File: src/rtl/biriscv_div_issue_ctrl_if.sv
// Bundle of the div issue controller's issue, divider and writeback signals.
//   slave  : the controller (takes issue/divider-result/writeback-ready, drives the rest)
//   master : the surrounding pipeline, divider and writeback mux
interface biriscv_div_issue_ctrl_if;
  // Issue stage
  logic        issue_valid_i;
  logic [31:0] issue_opcode_i;
  logic [31:0] issue_pc_i;
  logic [4:0]  issue_rd_idx_i;
  logic [31:0] issue_ra_operand_i;
  logic [31:0] issue_rb_operand_i;
  logic        issue_ready_o;
  logic        flush_i;
  // Divider launch / result
  logic        div_opcode_valid_o;
  logic [31:0] div_opcode_o;
  logic [31:0] div_ra_operand_o;
  logic [31:0] div_rb_operand_o;
  logic        div_wb_valid_i;
  logic [31:0] div_wb_value_i;
  // Scoreboard
  logic        busy_o;
  logic [4:0]  busy_rd_idx_o;
  // Writeback
  logic        wb_valid_o;
  logic        wb_ready_i;
  logic [4:0]  wb_rd_idx_o;
  logic [31:0] wb_pc_o;
  logic [31:0] wb_value_o;
  logic        err_o;

  modport slave (
    input  issue_valid_i, issue_opcode_i, issue_pc_i, issue_rd_idx_i,
           issue_ra_operand_i, issue_rb_operand_i, flush_i,
           div_wb_valid_i, div_wb_value_i, wb_ready_i,
    output issue_ready_o, div_opcode_valid_o, div_opcode_o,
           div_ra_operand_o, div_rb_operand_o, busy_o, busy_rd_idx_o,
           wb_valid_o, wb_rd_idx_o, wb_pc_o, wb_value_o, err_o
  );

  modport master (
    output issue_valid_i, issue_opcode_i, issue_pc_i, issue_rd_idx_i,
           issue_ra_operand_i, issue_rb_operand_i, flush_i,
           div_wb_valid_i, div_wb_value_i, wb_ready_i,
    input  issue_ready_o, div_opcode_valid_o, div_opcode_o,
           div_ra_operand_o, div_rb_operand_o, busy_o, busy_rd_idx_o,
           wb_valid_o, wb_rd_idx_o, wb_pc_o, wb_value_o, err_o
  );
endinterface

File: src/rtl/biriscv_div_issue_ctrl.sv
// Sequencing stage around biriscv_divider: accepts one DIV/DIVU/REM/REMU op,
// launches it, tracks it for the scoreboard and holds the tagged result on a
// ready/valid writeback port. Flushes discard in-flight results.
// Ports:
//   clk  : clock
//   rst  : synchronous active-high reset
//   bus  : issue / divider / scoreboard / writeback signals (slave side)
// Parameter:
//   TIMEOUT : cycles in BUSY/DRAIN without a divider result before error abort
module biriscv_div_issue_ctrl #(
  parameter int unsigned TIMEOUT = 64
) (
  input  logic                       clk,
  input  logic                       rst,
  biriscv_div_issue_ctrl_if.slave    bus
);

  localparam int unsigned   CNT_W   = $clog2(TIMEOUT + 1);
  localparam logic [CNT_W-1:0] CNT_MAX = CNT_W'(TIMEOUT);

  typedef enum logic [1:0] {
    IDLE  = 2'd0,
    BUSY  = 2'd1,
    DRAIN = 2'd2,
    HOLD  = 2'd3
  } state_e;

  state_e           state_q, state_d;
  logic [CNT_W-1:0] cnt_q, cnt_d;
  logic [CNT_W-1:0] cnt_inc;
  logic [31:0]      op_q, op_d;
  logic [31:0]      ra_q, ra_d;
  logic [31:0]      rb_q, rb_d;
  logic [31:0]      pc_q, pc_d;
  logic [4:0]       rd_q, rd_d;
  logic [31:0]      val_q, val_d;
  logic             start_q, start_d;
  logic             err_q, err_d;
  logic             is_div;
  logic             accept;

  // RV32M divide/remainder group: OP major opcode, MULDIV funct7, funct3[2] set
  assign is_div = (bus.issue_opcode_i[6:0] == 7'b0110011) &&
                  (bus.issue_opcode_i[31:25] == 7'b0000001) &&
                  bus.issue_opcode_i[14];

  assign accept = (state_q == IDLE) && bus.issue_valid_i && is_div && !bus.flush_i;

  // State register
  always_ff @(posedge clk) begin
    if (rst) begin
      state_q <= IDLE;
      cnt_q   <= '0;
      op_q    <= '0;
      ra_q    <= '0;
      rb_q    <= '0;
      pc_q    <= '0;
      rd_q    <= '0;
      val_q   <= '0;
      start_q <= 1'b0;
      err_q   <= 1'b0;
    end else begin
      state_q <= state_d;
      cnt_q   <= cnt_d;
      op_q    <= op_d;
      ra_q    <= ra_d;
      rb_q    <= rb_d;
      pc_q    <= pc_d;
      rd_q    <= rd_d;
      val_q   <= val_d;
      start_q <= start_d;
      err_q   <= err_d;
    end
  end

  // Next-state logic
  always_comb begin
    state_d = state_q;
    cnt_d   = cnt_q;
    op_d    = op_q;
    ra_d    = ra_q;
    rb_d    = rb_q;
    pc_d    = pc_q;
    rd_d    = rd_q;
    val_d   = val_q;
    start_d = 1'b0;
    err_d   = err_q;
    // Saturates so a flush landing on the timeout cycle still aborts in DRAIN
    cnt_inc = (cnt_q == CNT_MAX) ? cnt_q : cnt_q + CNT_W'(1);

    unique case (state_q)
      IDLE: begin
        if (bus.div_wb_valid_i) err_d = 1'b1;
        if (accept) begin
          op_d    = bus.issue_opcode_i;
          ra_d    = bus.issue_ra_operand_i;
          rb_d    = bus.issue_rb_operand_i;
          pc_d    = bus.issue_pc_i;
          rd_d    = bus.issue_rd_idx_i;
          cnt_d   = '0;
          start_d = 1'b1;
          state_d = BUSY;
        end
      end
      BUSY: begin
        cnt_d = cnt_inc;
        if (bus.flush_i) begin
          // A result arriving with the flush is already consumed
          state_d = bus.div_wb_valid_i ? IDLE : DRAIN;
        end else if (bus.div_wb_valid_i) begin
          val_d   = bus.div_wb_value_i;
          state_d = (rd_q == 5'd0) ? IDLE : HOLD;
        end else if (cnt_inc == CNT_MAX) begin
          err_d   = 1'b1;
          state_d = IDLE;
        end
      end
      DRAIN: begin
        cnt_d = cnt_inc;
        if (bus.div_wb_valid_i) begin
          state_d = IDLE;
        end else if (cnt_inc == CNT_MAX) begin
          err_d   = 1'b1;
          state_d = IDLE;
        end
      end
      HOLD: begin
        if (bus.div_wb_valid_i) err_d = 1'b1;
        if (bus.wb_ready_i || bus.flush_i) state_d = IDLE;
      end
      default: state_d = IDLE;
    endcase
  end

  assign bus.issue_ready_o      = (state_q == IDLE);
  assign bus.busy_o             = (state_q != IDLE);
  assign bus.busy_rd_idx_o      = ((state_q == BUSY) || (state_q == HOLD)) ? rd_q : 5'd0;
  assign bus.div_opcode_valid_o = start_q;
  assign bus.div_opcode_o       = op_q;
  assign bus.div_ra_operand_o   = ra_q;
  assign bus.div_rb_operand_o   = rb_q;
  assign bus.wb_valid_o         = (state_q == HOLD);
  assign bus.wb_rd_idx_o        = (state_q == HOLD) ? rd_q  : 5'd0;
  assign bus.wb_pc_o            = (state_q == HOLD) ? pc_q  : 32'd0;
  assign bus.wb_value_o         = (state_q == HOLD) ? val_q : 32'd0;
  assign bus.err_o              = err_q;

endmodule

File: src/flat_wrapper.sv
// flat-port wrapper written by rule: the top's interface ports become plain ports
module biriscv_div_issue_ctrl_flat 
#(
  parameter int unsigned TIMEOUT = 64
)
  (clk, rst, bus_issue_valid_i, bus_issue_opcode_i, bus_issue_pc_i, bus_issue_rd_idx_i, bus_issue_ra_operand_i, bus_issue_rb_operand_i, bus_flush_i, bus_div_wb_valid_i, bus_div_wb_value_i, bus_wb_ready_i, bus_issue_ready_o, bus_div_opcode_valid_o, bus_div_opcode_o, bus_div_ra_operand_o, bus_div_rb_operand_o, bus_busy_o, bus_busy_rd_idx_o, bus_wb_valid_o, bus_wb_rd_idx_o, bus_wb_pc_o, bus_wb_value_o, bus_err_o);
  biriscv_div_issue_ctrl_if bus_i ();
  input  logic clk;
  input  logic rst;
  input wire logic [$bits(bus_i.issue_valid_i)-1:0] bus_issue_valid_i;
  input wire logic [$bits(bus_i.issue_opcode_i)-1:0] bus_issue_opcode_i;
  input wire logic [$bits(bus_i.issue_pc_i)-1:0] bus_issue_pc_i;
  input wire logic [$bits(bus_i.issue_rd_idx_i)-1:0] bus_issue_rd_idx_i;
  input wire logic [$bits(bus_i.issue_ra_operand_i)-1:0] bus_issue_ra_operand_i;
  input wire logic [$bits(bus_i.issue_rb_operand_i)-1:0] bus_issue_rb_operand_i;
  input wire logic [$bits(bus_i.flush_i)-1:0] bus_flush_i;
  input wire logic [$bits(bus_i.div_wb_valid_i)-1:0] bus_div_wb_valid_i;
  input wire logic [$bits(bus_i.div_wb_value_i)-1:0] bus_div_wb_value_i;
  input wire logic [$bits(bus_i.wb_ready_i)-1:0] bus_wb_ready_i;
  output wire logic [$bits(bus_i.issue_ready_o)-1:0] bus_issue_ready_o;
  output wire logic [$bits(bus_i.div_opcode_valid_o)-1:0] bus_div_opcode_valid_o;
  output wire logic [$bits(bus_i.div_opcode_o)-1:0] bus_div_opcode_o;
  output wire logic [$bits(bus_i.div_ra_operand_o)-1:0] bus_div_ra_operand_o;
  output wire logic [$bits(bus_i.div_rb_operand_o)-1:0] bus_div_rb_operand_o;
  output wire logic [$bits(bus_i.busy_o)-1:0] bus_busy_o;
  output wire logic [$bits(bus_i.busy_rd_idx_o)-1:0] bus_busy_rd_idx_o;
  output wire logic [$bits(bus_i.wb_valid_o)-1:0] bus_wb_valid_o;
  output wire logic [$bits(bus_i.wb_rd_idx_o)-1:0] bus_wb_rd_idx_o;
  output wire logic [$bits(bus_i.wb_pc_o)-1:0] bus_wb_pc_o;
  output wire logic [$bits(bus_i.wb_value_o)-1:0] bus_wb_value_o;
  output wire logic [$bits(bus_i.err_o)-1:0] bus_err_o;
  assign bus_i.issue_valid_i = bus_issue_valid_i;
  assign bus_i.issue_opcode_i = bus_issue_opcode_i;
  assign bus_i.issue_pc_i = bus_issue_pc_i;
  assign bus_i.issue_rd_idx_i = bus_issue_rd_idx_i;
  assign bus_i.issue_ra_operand_i = bus_issue_ra_operand_i;
  assign bus_i.issue_rb_operand_i = bus_issue_rb_operand_i;
  assign bus_i.flush_i = bus_flush_i;
  assign bus_i.div_wb_valid_i = bus_div_wb_valid_i;
  assign bus_i.div_wb_value_i = bus_div_wb_value_i;
  assign bus_i.wb_ready_i = bus_wb_ready_i;
  assign bus_issue_ready_o = bus_i.issue_ready_o;
  assign bus_div_opcode_valid_o = bus_i.div_opcode_valid_o;
  assign bus_div_opcode_o = bus_i.div_opcode_o;
  assign bus_div_ra_operand_o = bus_i.div_ra_operand_o;
  assign bus_div_rb_operand_o = bus_i.div_rb_operand_o;
  assign bus_busy_o = bus_i.busy_o;
  assign bus_busy_rd_idx_o = bus_i.busy_rd_idx_o;
  assign bus_wb_valid_o = bus_i.wb_valid_o;
  assign bus_wb_rd_idx_o = bus_i.wb_rd_idx_o;
  assign bus_wb_pc_o = bus_i.wb_pc_o;
  assign bus_wb_value_o = bus_i.wb_value_o;
  assign bus_err_o = bus_i.err_o;
  biriscv_div_issue_ctrl #(.TIMEOUT(TIMEOUT)) u_core (.clk(clk), .rst(rst), .bus(bus_i));
endmodule
File: config.mk
export PLATFORM = sky130hd
export DESIGN_NAME = biriscv_div_issue_ctrl_flat
export DESIGN_NICKNAME = d
export VERILOG_FILES = /design/src/rtl/biriscv_div_issue_ctrl_if.sv /design/src/rtl/biriscv_div_issue_ctrl.sv /design/src/flat_wrapper.sv
export SDC_FILE = /design/constraint.sdc
export NUM_CORES = 1
export LEC_CHECK = 0
export ABC_AREA = 1
export CAP_MARGIN = 40
export CORE_AREA = 2 2 133 135
export CTS_BUF_LIST = sky130_fd_sc_hd__clkbuf_16
export DETAILED_ROUTE_END_ITERATION = 12
export DIE_AREA = 0 0 135 137
export DONT_BUFFER_PORTS = 1
export GPL_TIMING_DRIVEN = 0
export SLEW_MARGIN = 5
export SYNTH_ARGS = -nofsm -noshare
export SYNTH_HDL_FRONTEND = slang
export SYNTH_SLANG_ARGS = --single-unit
File: constraint.sdc
create_clock -name clk -period 2 [get_ports clk]
set_input_delay 0.4 -clock clk [delete_from_list [all_inputs] [get_ports clk]]
set_output_delay 0.4 -clock clk [all_outputs]
set_load 0.005 [all_outputs]
==> out/results.md <==
| Step | Result | Value |
|:---|:---|:---|
| run status | Outcome | finished, final reports clean |
| cts | Clock-pin transition on the worst setup and hold timing paths | 0.07 ns |
| run | Max-cap check violation count | 0 |
| detailed routing | Antenna-violating nets left | 0 |
| detailed routing | Routed vias/inst | 4.910 |
| detailed routing | Avg WL per Cell | 17.05 µm |
| place | Global placement routability congestion | 0.8491 |
| cts | Number of levels in the clock H-tree | 4 |
| setup path | Element type at the critical path start | register |
| die | Site Rows | 48 |
| setup path | CP Data Required Time | 1.60 ns |
| detailed routing | Routed Wire Length | 21540 µm |
| die | Floorplan die area | 0.01850 mm² |
| final layout | Area of all placed cells without fillers | 0.008670 mm² |
| sta | Transition at the pin with the smallest max-transition slack | 0.8716 ns |
| yosys | Main flop type after synthesis | dfxtp_1 |
| global routing | Global-route congestion overflow total | 0 |
| detailed routing | Remaining design rule violation count | 0 |
| yosys | Cells after Synth | 987 |
| yosys | Count of cell types in the netlist | 27 |
| cts | Sink Count | 176 |
| yosys | Library cell with the largest summed area after synthesis | dfxtp_1 |
| sta | Final count of pins violating max slew | 0 |
| final layout | Post-layout nets | 1201 |
| yosys | Post-synthesis register bit count | 176 |
| setup path | Number of cells on the worst reg-to-reg path | 11 |
| sta | Slack of the critical path | 0.002303 ns |
| min path | Worst hold path class | input port to register |
| yosys | Summed instance area of the synthesized netlist | 0.007034 mm² |
| setup path | Worst reg2reg startpoint | u_core.state_q[0] |
| cts | Clock Latency Late Sink | 0.42 ns |
| global routing | Initial antenna violation count | 1 |
| setup path | Category of the worst setup path capture point | output port |
| yosys | Sequential share of the synthesized area | 0.5009 |
| sta | Fin crit share | 0.9988 |
| sta | Maximum clock frequency | 500.6 MHz |
| cts | Number of buffers added by the clock tree synthesis step | 17 |
| final layout | Final non-filler cell total | 1263 |
| final layout | Total of fill cells in the finished design | 1702 |
| yosys | Yosys warns | 0 |
| die | Die extent in y | 137 µm |
| die | Placeable core region | 0.01706 mm² |
| min path | Hold Path Sink | u_core.bus.div_rb_operand_o[21] |
| final layout | Fraction of final layout cells with drive strength greater than 1 | 0.1311 |
| power | Pwr Total | 7.402 mW |
| sta | Slew HR | 0.4190 |
| setup path | Highest net fanout along the worst path | 8 |
| yosys | Most repeated cell in the gate-level netlist after synthesis | nor2_1 |
| setup path | R2R Setup Slk | 0.04 ns |
| sta | Final Hold Viols | 0 |
| power | Peak supply drop | 0.0005557 V |
| setup path | Data arrival time of the critical path | 1.60 ns |
| power | Power density normalized to cell area | 853.8 mW/mm² |
| yosys | Commonest cells post-synth | 265 x nor2_1, 177 x nand2_1, 176 x dfxtp_1 |
| die | Count of pins on the block boundary | 346 |
| yosys | Synth async-reset ratio | 0 |
| detailed routing | Initial DRT Pass Iterations | 5 |
| final layout | Syn-to-layout area delta | 23.25% |
| place | Number of I/O port buffers | 0 |
| final layout | Area of the multi-input gates | 0.003010 mm² |
| die | Starting utilization of the core area | 0.4124 |
| global routing | Wire length of the first global-routing pass | 30760 µm |
| place | Placed Cells incl. Taps | 1212 |
| final layout | Utilization after layout | 0.5083 |
| place | Worst slack at placement | -0.4419 ns |
| setup path | Capturing point of the worst reg2reg path | u_core.pc_q[19] |
| sta | Minimum period implied by the final worst setup slack | 1.998 ns |
| die | Overall die width | 135 µm |
| yosys | Main area contributors after synthesis | dfxtp_1 50%, nor2_1 14%, nand2_1 9.4% |
| yosys | Per-instance average area after synthesis | 7.127 µm² |
| global routing | Vias in the first global route | 5683 |
| sta | Clock skew | 0.006960 ns |
| yosys | Share of the synthesized area in the top cell type | 0.5009 |
| power | Leakage Power | 3.768 nW |
| setup path | CP Launch Point | u_core.state_q[0] |
| setup path | Worst Path Class, Setup | register to output port |
| global routing | Largest net degree at the start of global routing | 17 |
| place | Placed Area | 0.007316 mm² |
| detailed routing | Number of DRC markers after the initial detailed-route iteration | 312 |
| final layout | Footprint of the flip-flops and latches | 0.003531 mm² |
| sta | RSZ-0062 raised after global routing | true |
| cts | CTS Root Cell | clkbuf_16 |
| cts | Clock Tree Buf Depth | 2 |
| place | Half-perimeter wire length of the detailed placement result | 15710 µm |
| cts | Clock tree from TritonCTS | yes |
| detailed routing | Total number of vias | 6201 |
| yosys | Count of flip-flops with a built-in enable after synthesis | 0 |
| yosys | Number of nets produced by synthesis | 1164 |
| global routing | Total global routing track utilization | 0.2173 |
| sta | Number of setup violations in the final report | 0 |
| min path | Instance count along the most critical hold path | 2 |
| min path | Worst Min Path Start | bus_issue_rb_operand_i[21] |
## flip-flops by register name, summed over array words and instances, names as in the netlist
name / count
u_core.bus.div_opcode_o: 32
u_core.bus.div_ra_operand_o: 32
u_core.pc_q: 32
u_core.bus.err_o: 1
u_core.bus.div_opcode_valid_o: 1
u_core.cnt_q: 7
u_core.val_q: 32
u_core.rd_q: 5
u_core.state_q: 2
u_core.bus.div_rb_operand_o: 32
## how the worst max path moves through the flow
stage          cells past startpoint                               to  slack [ns]
3_5_place_dp                       9  u_core.bus.div_ra_operand_o[25]       -0.44
5_1_grt                           11      u_core.bus.div_opcode_o[11]       -0.09
3_3_place_gp                       5             bus_busy_rd_idx_o[3]       -0.43
2_1_floorplan                      9  u_core.bus.div_ra_operand_o[17]        0.21
4_1_cts                            6             bus_busy_rd_idx_o[3]       -0.05
6_report                           6             bus_busy_rd_idx_o[0]       0.002
## kinds of logic after synthesis
kind of cell,synth area share
fa+ha+maj,0.01067
buf+inv,0.1026
flops,0.5009
simple gates,0.2606
compound gates,0.1227
xor+xnor,0.002491
## cell usage in the layout, fill, tap and decap left out, types with 4 or more instances in the layout
cell / netlist / routed
bufinv_16: 0 / 4
nand2_1: 177 / 174
buf_8: 0 / 9
o21ai_1: 40 / 73
nor2_1: 265 / 259
clkbuf_1: 38 / 22
and3_1: 5 / 5
buf_6: 12 / 7
a21oi_1: 49 / 48
dfxtp_1: 176 / 174
buf_12: 1 / 6
o21ai_0: 80 / 21
inv_1: 98 / 98
o21ai_2: 0 / 25
nand3_1: 16 / 13
clkbuf_4: 0 / 4
clkbuf_16: 0 / 27
ha_1: 6 / 4
buf_2: 7 / 8
buf_4: 0 / 9
nor2_4: 0 / 5
## timing repair
item | CTS | global route
hold endpoints to repair | 0 | 0
resized for setup | 48 | 147
pin swaps | 2 | 16
setup buffers | 2 | 9
cloned | 0 | 9
endpoints found under the setup margin | 216 | 224
hold buffers | 0 | 0
## power breakdown
| group | switching, mW | internal, mW | leakage, nW | total, mW |
|---|---|---|---|---|
| registers | 0.0141 | 3.52 | 1.42 | 3.53 |
| logic | 0.191 | 0.105 | 2.04 | 0.297 |
| clock network | 1.46 | 2.11 | 0.307 | 3.57 |
## metrics by stage
stage / setup TNS [ns] / hold WS, ns
4_1_cts: -0.2685 / 0.1047
2_1_floorplan: 0 / 0.4456
3_3_place_gp: -45.35 / 0.4531
6_report: 0 / 0.1120
5_1_grt: -2.059 / 0.09977
3_5_place_dp: -51.85 / 0.4568
## routing by layer
metal,GRT usage,vias to the layer above,share of wire
met3,0.08111,26,0.090
met4,0.07060,0,0.018
met5,0,-,0
li1,-,3127,-
met2,0.3751,268,0.49
met1,0.2494,2780,0.40
## critical path, stage by stage, from the launching register on
cell and delay [ns]:
dfxtp_4 0.37, ha_4 0.17, clkbuf_16 0.16, clkbuf_16 0.16
nor2_4 0.11, buf_4 0.15, nor2_2 0.05
## area by class of cell
cell class / count / area share
timing repair buffer: 19 / 0.04055
multi-input combinational: 650 / 0.3472
sequential: 176 / 0.4073
clock inverter: 15 / 0.02396
tap: 225 / 0.03247
clock buffer: 17 / 0.04907
buffer: 60 / 0.05441
antenna: 1 / 0.0002886
inverter: 100 / 0.04474
(Power assumes the default switching activity.)
